**config.mk**
```make
export PLATFORM = sky130hd
export DESIGN_NAME = fifo_uart_tx
export DESIGN_NICKNAME = d
export VERILOG_FILES = /design/src/rtl/fifo_uart_tx.sv
export SDC_FILE = /design/constraint.sdc
export NUM_CORES = 1
export LEC_CHECK = 0
export CORE_AREA = 2 2 58 60
export DETAILED_ROUTE_END_ITERATION = 10
export DIE_AREA = 0 0 60 62
export GPL_ROUTABILITY_DRIVEN = 0
export PLACE_DENSITY_LB_ADDON = 0.2
export SLEW_MARGIN = 20
export SYNTH_ARGS = -nofsm -noshare
export SYNTH_HDL_FRONTEND = slang
export SYNTH_SLANG_ARGS = --single-unit
```
**constraint.sdc**
```tcl
create_clock -name clk -period 2 [get_ports clk]
set_input_delay 0.4 -clock clk [delete_from_list [all_inputs] [get_ports clk]]
set_output_delay 0.4 -clock clk [all_outputs]
set_load 0.02 [all_outputs]
```
**src/rtl/fifo_uart_tx.sv**
```systemverilog
// rtl/fifo_uart_tx.sv - pops fifo words and serialises them as 8N1-style UART frames
module fifo_uart_tx #(
    parameter int DATA_WIDTH = 8,
    parameter int CLK_DIV    = 104
) (
    input  logic                  clk,
    input  logic                  rst,
    input  logic                  en,
    input  logic                  fifo_empty,
    output logic                  fifo_re,
    input  logic [DATA_WIDTH-1:0] fifo_q,
    output logic                  tx,
    output logic                  busy
);

    localparam int BW = (CLK_DIV > 1) ? $clog2(CLK_DIV) : 1;
    localparam int CW = $clog2(DATA_WIDTH) + 1;
    localparam logic [BW-1:0] BAUD_MAX = BW'(CLK_DIV - 1);
    localparam logic [CW-1:0] BIT_MAX  = CW'(DATA_WIDTH - 1);

    typedef enum logic [2:0] {
        IDLE,
        POP,
        LOAD,
        START,
        DATA,
        STOP
    } state_t;

    state_t                state;
    logic [BW-1:0]         baud_cnt;
    logic [CW-1:0]         bit_cnt;
    logic [DATA_WIDTH-1:0] shift;

    logic baud_last;
    logic bit_last;

    assign baud_last = (baud_cnt == BAUD_MAX);
    assign bit_last  = (bit_cnt == BIT_MAX);

    always_ff @(posedge clk or posedge rst) begin
        if (rst) begin
            state    <= IDLE;
            tx       <= 1'b1;
            fifo_re  <= 1'b0;
            busy     <= 1'b0;
            baud_cnt <= '0;
            bit_cnt  <= '0;
            shift    <= '0;
        end else begin
            case (state)
                IDLE: begin
                    if (en && !fifo_empty) begin
                        state   <= POP;
                        fifo_re <= 1'b1;
                        busy    <= 1'b1;
                    end
                end
                POP: begin
                    fifo_re <= 1'b0;
                    state   <= LOAD;
                end
                // fifo_q is valid now, one cycle after the read enable was sampled
                LOAD: begin
                    shift    <= fifo_q;
                    tx       <= 1'b0;
                    baud_cnt <= '0;
                    state    <= START;
                end
                START: begin
                    if (baud_last) begin
                        baud_cnt <= '0;
                        bit_cnt  <= '0;
                        tx       <= shift[0];
                        state    <= DATA;
                    end else begin
                        baud_cnt <= baud_cnt + 1'b1;
                    end
                end
                DATA: begin
                    if (baud_last) begin
                        baud_cnt <= '0;
                        shift    <= shift >> 1;
                        if (bit_last) begin
                            tx    <= 1'b1;
                            state <= STOP;
                        end else begin
                            bit_cnt <= bit_cnt + 1'b1;
                            tx      <= shift[1];
                        end
                    end else begin
                        baud_cnt <= baud_cnt + 1'b1;
                    end
                end
                STOP: begin
                    if (baud_last) begin
                        baud_cnt <= '0;
                        busy     <= 1'b0;
                        state    <= IDLE;
                    end else begin
                        baud_cnt <= baud_cnt + 1'b1;
                    end
                end
                default: begin
                    state   <= IDLE;
                    tx      <= 1'b1;
                    fifo_re <= 1'b0;
                    busy    <= 1'b0;
                end
            endcase
        end
    end

endmodule

```
==> metrics.txt, run 1 <==
# diodes=0; Yosys top cell area share=42.48%; Starting Density=44.47%; CTS Buf Count=3; Max IR drop VDD=0.5807 mV; endpoint class of the critical path=primary output; Core Area=3179 sq um; Peak Freq=about 0.54 GHz; area grow syn2layout=18.14%; total track usage=~17%; TritonCTS clock tree=built; vias in the first global route=between 1k and 1.5k; CTS root buffer=clkbuf_4; setup TNS=0 ns; worst flop-to-flop path startpoint=baud_cnt[0]; final setup fails=0; Placed Cells=210; Post-Syn Nets=164; Non-Filler Instances=between 200 and 250; Critical Path Source Type=flip-flop; Reg2Reg Capture Point=bit_cnt[0]; I/O Pins=15; aggregate global routing overflow=0; Vias/cell=about 5.5; Yosys Warn Count=0; maximum capacitance violations=0; CP max stage delay=between 0.5 and 0.6 ns; family with the most delay on the worst path=buffers and inverters; Buf+Inv Stages, Crit Path=1; Post-synth EDFFs=0; CTS H-Tree Depth=1; LEAKAGE=0.6914 nW; Post CTS Setup Buffer Count=0; Clock Skews=0.003246 ns; Final nets=184; pwr/cell area=817.0 nW/um^2; Reg2Reg Setup Slack=0.20 ns; area leader, netlist=dfrtp_1; Final Max Tran Viols=0; routed via count=between 1k and 1.5k; Post-Route WL=around 2900 microns; R2R depth=5; fill cell count=300; Worst Tran Pin Value=between 0.4 and 0.5 ns; Hold Path Class=in -> async; crit-path cells=clkdlybuf4s50_1; Critical Path RT=around 1.6 ns; placed instance area=1643 sq um; status=completed; Synth area leaders=dfrtp_1, mux2i_1, o21ai_0; initial detailed-routing violation count=35; most common cell in the netlist=dfrtp_1; Final Cell Area=1670 sq um; RSZ-0062 raised after global routing=false; WS Path Type=reg -> out; Avg Synthesized Cell Area=9.489 sq um; dominant synthesized flop cell=dfrtp_1; Seq/Total Area, Yosys=44.34%; Critical Path AT=approximately 1.5 ns; die area=between 3000 and 4000 sq um; CTS max path bufs=2; Final Cycle Share=93.01%; Placement Rows=21; Final Total Pwr=1.365 mW; post-layout min period=1.860 ns; Clk pin slew, worst setup/hold paths=between 0.1 and 0.15 ns; synthesized cell area=1414 sq um; Final WS setup=~0.14 ns; Hold Vio Cnt, Final=0; slew margin rel.=about 68%; largest net degree at the start of global routing=26; DRC errors left=0; HPWL after DPL=2154 microns; pre-CTS setup slack=0.08650 ns; hold slack final=0.4186 ns; #FFs+latches synth=25; Slowest-stage cell, CP=clkdlybuf4s50_1; CTS Sinks=25; share of layout cells above drive strength 1=13.69%; DRT Pass-1 Iters=4; most frequent cells after synthesis=dfrtp_1, o21ai_0, nand2_1; Die Y=62 microns; Netlist cell types=39; first-pass GRT wire length=4905 microns; wire per inst=roughly 13 microns; Crit Path Max Fanout=2; ys async rst share=100.0%; die width=60 microns; Clock Latency Late Sink=0.32 ns; Mapped Cells=149; Buffers on Ports=14; Final Util=a little over half; initial antenna violation count=0; Final ANT Viol Nets=0
-- worst max path at each step --
stage          slack, ns        start  cells after the start          end
2_1_floorplan       0.29  baud_cnt[0]                      6  baud_cnt[5]
3_3_place_gp        0.15  baud_cnt[0]                      5   bit_cnt[0]
3_5_place_dp        0.09  baud_cnt[0]                      5   bit_cnt[0]
4_1_cts             0.07  baud_cnt[0]                      5   bit_cnt[0]
5_1_grt             0.07  baud_cnt[1]                      5   bit_cnt[0]
6_report            0.14           tx                      1           tx
-- final cells by class --
class	count	area, sq um	share of cell area, %
inverters	6	22.52	1.348
multi-input cells	109	721.9	43.22
flip-flops and latches	25	626.9	37.53
well taps	46	57.56	3.446
clock buffers	4	26.28	1.573
repair buffers	24	215.2	12.88
-- cell families after synthesis --
group           after synthesis  share of synthesized area (%)
flops                        25                          44.34
compound gates               48                          21.33
simple gates                 45                          17.35
mux                          13                          9.646
fa+ha+maj                     3                          2.655
buf+inv                      15                          4.690
-- routing by layer --
metal	vias up	share of wire, %	GRT usage [%]
met2	22	46	27.02
met4	0	1.1	5.714
met3	4	2.8	1.863
met1	568	50	25.30
met5	-	0	0
li1	578	-	-
-- power breakdown --
group	switching (mW)	total (mW)	internal, mW	leakage, nW
sequential	0.136	0.767	0.631	0.300
combinational	0.166	0.373	0.207	0.377
clock	0.146	0.224	0.0780	0.0150
-- cells in the final DEF, fill, tap and decap left out, types with 2 or more instances in the layout --
master           netlist  routed
inv_1                  6       6
nand3_1                9       9
clkdlybuf4s50_1        0      14
a211oi_1               2       2
o21ai_1                8       8
nor2b_1                5       5
a31oi_1                3       3
ha_1                   3       3
buf_4                  0      10
a21oi_1                9       9
a22o_1                 2       2
nand2_1               10      10
o21ai_0               13      13
mux2_2                 5       5
dfrtp_1               24      24
nor2_1                 9       9
clkbuf_4               0       3
mux2i_1                8       8
and3_1                 3       2
-- registers in the layout, indices dropped and copies added, names as in the netlist --
register	cells
busy	1
bit_cnt	4
shift	8
baud_cnt	7
state	3
fifo_re	1
tx	1
-- repair_timing --
action | 4_1_cts | 5_1_grt
endpoints found under the setup margin | 0 | 2
resized for setup | 0 | 1
hold buffers | 0 | 0
endpoints found under the hold margin | 0 | 0
Note: power is estimated with default switching activity, not from simulation.
==> run 2, diff against run 1 <==
--- a/config.mk
+++ b/config.mk
@@ -6,10 +6,12 @@
 export NUM_CORES = 1
 export LEC_CHECK = 0
 export CORE_AREA = 2 2 58 60
+export CTS_CLUSTER_DIAMETER = 30
 export DETAILED_ROUTE_END_ITERATION = 10
 export DIE_AREA = 0 0 60 62
 export GPL_ROUTABILITY_DRIVEN = 0
 export PLACE_DENSITY_LB_ADDON = 0.2
+export SETUP_SLACK_MARGIN = 0.4
 export SLEW_MARGIN = 20
 export SYNTH_ARGS = -nofsm -noshare
 export SYNTH_HDL_FRONTEND = slang
==> constraint.sdc (replaced) <==
create_clock -name clk -period 2.1 [get_ports clk]
set_input_delay 0.42 -clock clk [delete_from_list [all_inputs] [get_ports clk]]
set_output_delay 0.42 -clock clk [all_outputs]
set_load 0.02 [all_outputs]
==> metrics.txt, run 2 (synthesis gave the netlist of run 1 again) <==
Buf+Inv Stages, Crit Path=1 (unchanged); worst flop-to-flop path startpoint=baud_cnt[4]; Final nets=192 (+4.3%); LEAKAGE=0.7313 nW (+5.8%); CTS root buffer=clkbuf_4; Clk pin slew, worst setup/hold paths=0.13 ns (about the same); DRC errors left=0 (unchanged); WS Path Type=reg -> out; pre-CTS setup slack=0.1885 ns (+0.1020 ns); # diodes=0 (unchanged); Placement Rows=21 (unchanged); Post-Route WL=3024 microns (+5.3%); Slowest-stage cell, CP=dfstp_2; total track usage=17.47% (+0.16 points); Final WS setup=0.4854 ns (+0.3457 ns); die area=3720 sq um (unchanged); CTS max path bufs=2 (unchanged); Final ANT Viol Nets=0 (unchanged); Final Total Pwr=1.374 mW (+0.71%); Clock Skews=0.001664 ns (-0.001582 ns); Reg2Reg Capture Point=state[2]; commonest non-fill, non-tap cell in the layout=dfrtp_1; Max IR drop VDD=0.4541 mV (-22%); crit-path cells=dlygate4sd2_1; Final Max Tran Viols=0 (unchanged); Hold Path Class=in -> async; TritonCTS clock tree=built; area grow syn2layout=24.60%; setup TNS=0 ns (unchanged); Reg with most FFs=shift; Starting Density=44.47% (unchanged); Buffers on Ports=14 (unchanged); Critical Path RT=1.68 ns (+0.08 ns); CTS Buf Count=3 (unchanged); commonest non-fill, non-tap cells in the layout=dfrtp_1, buf_4, o21ai_0, clkdlybuf4s50_1, nand2_1; aggregate global routing overflow=0 (unchanged); Peak Freq=0.6194 GHz; endpoint class of the critical path=primary output; CTS H-Tree Depth=1 (unchanged); Reg2Reg Setup Slack=0.49 ns (+0.29 ns); pwr/cell area=780.2 nW/um^2 (-4.5%); Die Y=62 microns (unchanged); RSZ-0062 raised after global routing=false; family with the most delay on the worst path=flip-flops; HPWL after DPL=2090 microns (-3.0%); Placed Cells=207 (-1.4%); slew margin rel.=75.20% (+6.8 points); vias in the first global route=1107 (+1.0%); max reg flops=8 (unchanged); initial detailed-routing violation count=29 (-17%); status=completed; R2R depth=4 (-1); Clock Latency Late Sink=0.32 ns (about the same); CP max stage delay=0.55 ns (-0.04 ns); routed via count=1223 (+4.4%); initial antenna violation count=0 (unchanged); die width=60 microns (unchanged); largest net degree at the start of global routing=26 (unchanged); CTS Sinks=25 (unchanged); number of hold buffers added after cts=0 (unchanged); maximum capacitance violations=0 (unchanged); Critical Path AT=1.19 ns (-0.27 ns); Critical Path Source Type=flip-flop; Worst Tran Pin Value=0.3682 ns (-0.1004 ns); I/O Pins=15 (unchanged); first-pass GRT wire length=4926 microns (+0.43%); Crit Path Max Fanout=2 (unchanged); wire per inst=13.62 microns (+1.5%); share of layout cells above drive strength 1=22.16% (+8.5 points); final setup fails=0 (unchanged); Non-Filler Instances=222 (+3.7%); Final Cycle Share=76.88%; Core Area=3179 sq um (unchanged); DRT Pass-1 Iters=4 (unchanged); Vias/cell=5.509 (+0.59%); Hold Vio Cnt, Final=0 (unchanged); post-layout min period=1.615 ns; top flop regs=shift (8), baud_cnt (7), bit_cnt (4)
==> run 2: cell count changes in the layout (fill, tap and decap cells not counted), moves of 3 or more <==
| cell | previous run | this run |
|---|---|---|
| clkdlybuf4s50_1 | 14 | 11 |
| dlygate4sd2_1 | 0 | 3 |
| dfrtp_1 | 24 | 20 |
| buf_4 | 10 | 17 |
| dfrtp_2 | 0 | 4 |
==> run 2: per-layer routing <==
layer | part of all wire (%) | global-route usage, %
met3 | 4.4 | 2.070
met1 | 46 | 24.22
met5 | 0 | 0
met4 | 1.4 | 6.667
met2 | 48 | 28.11
==> run 2: layout make-up <==
class                           instances  area [sq um]
Timing Repair Buffer                   31         264.0
Inverter                                6         22.52
Fill cell                             294          1418
Sequential cell                        25         631.9
Clock buffer                            4         26.28
Tap cell                               46         57.56
Multi-Input combinational cell        110         759.5
==> run 2: per-stage QoR <==
step	util (%)	cell area, sq um	hold WS [ns]
after detailed placement	51.04	1623	0.5070
after CTS	52.58	1672	0.4402
after global routing	55.41	1762	0.4384
final	55.41	1762	0.4320
after global placement	51.04	1623	0.5042
after floorplan	-	1416	0.4466
==> run 2: report_power, final <==
part	internal, mW	switching, mW	total [mW]
clock	0.0744	0.142	0.216
combinational	0.235	0.176	0.411
sequential	0.605	0.142	0.748
total	0.915	0.460	1.37
==> run 2: what timing repair did <==
action | in CTS | in global routing
endpoints found under the setup margin | 20 | 11
cloned | 0 | 1
gates resized for setup | 7 | 7
pin swaps | 1 | 1
buffers inserted | 2 | 8
==> run 2: worst max-delay path by stage <==
stage                      startpoint     endpoint  slack, ns  depth (start not counted)
final                              tx           tx       0.49                          1
after global routing      baud_cnt[1]   bit_cnt[3]       0.39                          5
after CTS                 baud_cnt[3]   bit_cnt[0]       0.31                          4
after detailed placement  baud_cnt[1]   bit_cnt[0]       0.19                          5
after global placement    baud_cnt[1]  baud_cnt[5]       0.25                          5
after floorplan           baud_cnt[1]  baud_cnt[5]       0.40                          6
